## src/rtl/vend_credit_controller.sv

```systemverilog
// Credit-accumulating sequencer for the water vending datapath.
// Collects coins, hands off to the dispenser once the price is covered, then
// pays back remaining credit one unit at a time through the change unit.
module vend_credit_controller #(
    parameter int unsigned PRICE        = 3,
    parameter int unsigned MAX_CREDIT   = 9,
    parameter int unsigned CREDIT_W     = 4,
    parameter int unsigned DISP_TIMEOUT = 15
) (
    input  logic                clk,
    input  logic                reset,
    input  logic                ONE,
    input  logic                TWO,
    input  logic                FIVE,
    input  logic                cancel,
    input  logic                disp_done,
    input  logic                chg_ack,
    output logic                disp_req,
    output logic                chg_req,
    output logic                water,
    output logic                change,
    output logic [CREDIT_W-1:0] credit,
    output logic                busy,
    output logic                coin_reject,
    output logic                fault
);

    localparam logic [1:0] ST_COLLECT  = 2'd0;
    localparam logic [1:0] ST_DISPENSE = 2'd1;
    localparam logic [1:0] ST_CHANGE   = 2'd2;

    localparam int unsigned TMO_W = $clog2(DISP_TIMEOUT + 1);

    localparam logic [CREDIT_W-1:0] PRICE_C   = CREDIT_W'(PRICE);
    localparam logic [CREDIT_W:0]   MAX_SUM   = (CREDIT_W + 1)'(MAX_CREDIT);
    localparam logic [TMO_W-1:0]    TMO_LAST  = TMO_W'(DISP_TIMEOUT - 1);

    logic [1:0]          state_q, state_d;
    logic [CREDIT_W-1:0] credit_q, credit_d;
    logic [TMO_W-1:0]    tmo_q, tmo_d;
    logic                fault_q, fault_d;
    logic                water_q, water_d;
    logic                reject_q, reject_d;

    logic                any_coin;
    logic                multi_coin;
    logic [CREDIT_W:0]   coin_val;
    logic [CREDIT_W:0]   coin_sum;

    // Coin decode: highest-value coin wins, any extra coin is a rejection
    always_comb begin
        any_coin   = ONE | TWO | FIVE;
        multi_coin = (FIVE & (TWO | ONE)) | (TWO & ONE);
        if (FIVE) begin
            coin_val = (CREDIT_W + 1)'(5);
        end else if (TWO) begin
            coin_val = (CREDIT_W + 1)'(2);
        end else if (ONE) begin
            coin_val = (CREDIT_W + 1)'(1);
        end else begin
            coin_val = '0;
        end
        // One extra bit so an overflowing sum is still compared correctly
        coin_sum = {1'b0, credit_q} + coin_val;
    end

    // Next-state, credit, timeout and pulse computation
    always_comb begin
        state_d  = state_q;
        credit_d = credit_q;
        tmo_d    = tmo_q;
        fault_d  = fault_q;
        water_d  = 1'b0;
        reject_d = 1'b0;
        case (state_q)
            ST_COLLECT: begin
                // Counter is held clear so DISPENSE always starts from zero
                tmo_d = '0;
                if (cancel && (credit_q != '0)) begin
                    state_d  = ST_CHANGE;
                    reject_d = any_coin;
                end else begin
                    reject_d = multi_coin;
                    if (any_coin) begin
                        if (coin_sum <= MAX_SUM) begin
                            credit_d = coin_sum[CREDIT_W-1:0];
                        end else begin
                            reject_d = 1'b1;
                        end
                    end
                    // Decision uses registered credit, not this cycle's coin
                    if (credit_q >= PRICE_C) begin
                        state_d = ST_DISPENSE;
                    end
                end
            end
            ST_DISPENSE: begin
                reject_d = any_coin;
                if (disp_done) begin
                    credit_d = credit_q - PRICE_C;
                    water_d  = 1'b1;
                    state_d  = (credit_q != PRICE_C) ? ST_CHANGE : ST_COLLECT;
                end else if (tmo_q == TMO_LAST) begin
                    // Dispenser never answered: refund everything
                    fault_d = 1'b1;
                    state_d = ST_CHANGE;
                end else begin
                    tmo_d = tmo_q + 1'b1;
                end
            end
            ST_CHANGE: begin
                reject_d = any_coin;
                if (chg_ack) begin
                    credit_d = credit_q - 1'b1;
                    if (credit_q == CREDIT_W'(1)) begin
                        state_d = ST_COLLECT;
                    end
                end
            end
            default: begin
                state_d = ST_COLLECT;
            end
        endcase
    end

    // State registers with asynchronous active-low reset
    always_ff @(posedge clk or negedge reset) begin
        if (!reset) begin
            state_q  <= ST_COLLECT;
            credit_q <= '0;
            tmo_q    <= '0;
            fault_q  <= 1'b0;
            water_q  <= 1'b0;
            reject_q <= 1'b0;
        end else begin
            state_q  <= state_d;
            credit_q <= credit_d;
            tmo_q    <= tmo_d;
            fault_q  <= fault_d;
            water_q  <= water_d;
            reject_q <= reject_d;
        end
    end

    // Outputs decode registers only; no input-to-output combinational path
    always_comb begin
        disp_req    = (state_q == ST_DISPENSE);
        chg_req     = (state_q == ST_CHANGE);
        change      = (state_q == ST_CHANGE);
        busy        = (state_q != ST_COLLECT);
        credit      = credit_q;
        water       = water_q;
        coin_reject = reject_q;
        fault       = fault_q;
    end

endmodule

```

## config.mk

```make
export PLATFORM = sky130hd
export DESIGN_NAME = vend_credit_controller
export DESIGN_NICKNAME = d
export VERILOG_FILES = /design/src/rtl/vend_credit_controller.sv
export SDC_FILE = /design/constraint.sdc
export NUM_CORES = 1
export LEC_CHECK = 0
export ABC_CLOCK_PERIOD_IN_PS = 2350
export CAP_MARGIN = 20
export CORE_ASPECT_RATIO = 0.8
export CORE_UTILIZATION = 47
export DETAILED_ROUTE_END_ITERATION = 6
export PLACE_DENSITY = 0.78
export SYNTH_ARGS = -nofsm -noshare
export SYNTH_HDL_FRONTEND = slang
export SYNTH_SLANG_ARGS = --single-unit
```

## constraint.sdc

```tcl
create_clock -name clk -period 2.35 [get_ports clk]
set_clock_uncertainty 0.05 [all_clocks]
set_input_delay 0.235 -clock clk [delete_from_list [all_inputs] [get_ports clk]]
set_output_delay 0.235 -clock clk [all_outputs]
set_load 0.05 [all_outputs]
```

==> qor.yml <==
run_status: "finished with violations"
violations: "negative setup slack"
synth_area_um2: 1120
p_leak_nw: 0.736
dr.pass1.iters: 5
wire_per_inst_um: 15.9
internal_power_mw: 1.19
place_inst: 175
ant_nets: 0
fin_util_pct: 68.9
slew_violations: 0
reg2regPathDepth: 9
ys.flop_type: "dfrtp_1"
groute.usage.overall_pct: 22.6
grt_pass1_wl_um: 4390
grt_pass1_vias: 984
worstReg2RegStart: "credit[0]$_DFFE_PN0P_"
synth-edff-count: 0
vias_per_cell: 5.79
ios: 19
synthToLayoutAreaGrowth_pct: 34.9
clk_pin_slew_ns: 0.08
dr_total_vias: 1042
grt_overflow_total: 0
rows: 15
fp.dieW_um: 56.6
instances_no_fill: 180
critPathCapture: "credit[1]$_DFFE_PN0P_"
p_sw_mw: 1.20
synth_area_leaders: "dfrtp_1 (29%), ha_1 (14%), inv_1 (4.7%)"
antenna_cells: 0
clk_latency_ns: 0.29
cts_max_level: 1
finalCriticalPeriod_ns: 2.41
syn_inst: 122
hold_class: "in -> async"
power_frac_comb_pct: 77.4
place.port_buffers: 18
ff2ff_setup_slack_ns: -0.06
syn_area_per_cell_um2: 9.20
cts_root_buf: "clkbuf_4"
cp.required_ns: 2.49
power_density_nw_per_um2: 1580
place.gp.congestion: 0.812
fillers: 171
yosys.area.top_type: "dfrtp_1"
slew-limit-headroom_pct: 60.8
worstPathMaxFanout: 5
synthDistinctLibCells: 46
crit_type: "reg -> reg"
drtIter0Drc: 30
vdd_drop_max_mv: 1.14
dieArea_um2: 2590
yosysSeqAreaShare_pct: 29.0
fin_crit_sh_pct: 102
critical_path.startpoint: "credit[0]$_DFFE_PN0P_"
multiInputGateArea_um2: 773
synth_nets: 144
tritoncts: "built"
grt_max_degree: 14
switching_share_pct: 50.3
worst_pin_slew_ns: 0.586
start_util_pct: 51.1
clkSinkCount: 13
max_cap_violations: 0
die_y_um: 45.7
final-setup-viol-count: 4
numCtsBuffers: 3
synth.top_cell.area_share_pct: 29.0
nets: 178
layout_setup_ws_ns: -0.0561
pwr-share-clk_pct: 6.0
drive_above_1_share_pct: 22.6
final-seq-area_um2: 330
core_um2: 2200
finalSetupTns_ns: -0.131
yosys_warnings: 0
cp-start-kind: "flip-flop"
drt_wl_total_um: 2860
holdBufCountCts: 0
hold_viol_final: 0
ctsLongestPathBuffers: 2
ys_seq_elements: 13
reg2reg_to: "credit[1]$_DFFE_PN0P_"
synthArstFlopShare_pct: 100
seqPwrFrac_pct: 16.6
drc: 0
worstPathArrival_ns: 2.55
rsz0062_at_grt: "yes"
place_hpwl_um: 2070
antenna_found_initial: 0
total_power_mw: 2.39
cp-end-kind: "flip-flop"
fmax_mhz: 416
==> per-layer routing <==
layer	global-route usage [%]	wire [µm]
met3	6.82	202
met5	0	0
met1	29.3	1250
met2	36.9	1330
met4	6.34	72
==> area by class of cell <==
type | count | share of cell area [%]
well taps | 25 | 2.07
multi-input cells | 91 | 51.1
inverters | 14 | 3.47
repair buffers | 33 | 19.8
clock buffers | 4 | 1.74
flip-flops and latches | 13 | 21.8
==> metrics by stage <==
step / hold WS (ns) / worst slack, ns / area [µm²]
after floorplan: -0.111 / -0.00680 / 1150
after global placement: 0.412 / -0.323 / 1430
after detailed placement: 0.460 / -0.400 / 1430
after CTS: 0.295 / -0.0487 / 1470
after global routing: 0.324 / -0.157 / 1510
final: 0.266 / -0.0561 / 1510
==> power by group through the flow <==
stage               clock [mW]  combinational (mW)  sequential [mW]
floorplan                    0                1.04            0.541
global placement             0                1.61            0.393
detailed placement           0                1.66            0.399
CTS                      0.144                1.71            0.394
global route             0.153                1.99            0.408
finish                   0.143                1.85            0.396
==> cell usage after synthesis (2+ instances only) <==
master,number
maj3_1,3
a21oi_1,6
o21ai_0,7
inv_1,14
a2111o_1,2
mux2i_1,2
nor4_1,2
o21bai_1,2
nor2_1,7
dfrtp_1,13
nand2b_1,3
buf_4,2
mux2_2,2
a21o_1,3
nand2_1,5
ha_1,13
xor2_1,3
nand3_1,5
==> cell usage in the layout (no fill, tap or decap), types with 2 or more instances in the layout <==
master           count
xor2_1               3
o21ai_0              7
mux2_2               2
ha_1                12
a2111o_1             2
nand3_1              5
buf_4               14
clkbuf_4             3
nor4_1               2
nor2_1               7
a21o_1               3
nand2b_1             3
maj3_1               3
a21oi_1              6
nand2_1              5
o21bai_1             2
dfrtp_1             11
dlygate4sd2_1        3
clkdlybuf4s50_1     12
inv_2                2
dlymetal6s2s_1       3
inv_1               12
==> timing repair <==
action,CTS,global route
pin swaps,7,4
resized for setup,5,9
endpoints found under the setup margin,5,8
buffers inserted,1,0
==> worst max-delay path, cell delays in order (launching register included) <==
cell,delay (ns)
dfrtp_4,0.50
ha_4,0.17
inv_2,0.05
fa_2,0.27
nand2_1,0.10
o32ai_1,0.47
a211oi_2,0.16
nor2_2,0.18
buf_4,0.15
mux2i_2,0.22
==> logic make-up after synthesis <==
group,Yosys count,share of synthesized area (%)
AOI/OAI and AO/OA,34,21.5
and+or+nand+nor,32,15.9
buffers and inverters,18,7.47
adders and majority gates,17,19.0
DFF,13,29.0
muxes,5,4.79
xor gates and xnor gates,3,2.34
==> state kept, by name, summed over array words and instances (netlist names) <==
| signal | count |
|---|---|
| water | 1 |
| state_q | 2 |
| credit | 4 |
| tmo_q | 4 |
| fault | 1 |
| coin_reject | 1 |
==> worst min-delay path by stage <==
stage	start	end	slack, ns	cells after the start
global route	reset	credit[0]$_DFFE_PN0P_	0.32	1
floorplan	reset	coin_reject$_DFF_PN0_	-0.11	0
finish	reset	tmo_q[1]$_DFFE_PN0P_	0.27	1
CTS	reset	tmo_q[1]$_DFFE_PN0P_	0.29	1
global placement	fault$_DFFE_PN0P_	fault$_DFFE_PN0P_	0.41	1
detailed placement	fault$_DFFE_PN0P_	fault$_DFFE_PN0P_	0.46	1
No activity file was read; power rests on OpenSTA's default activity.
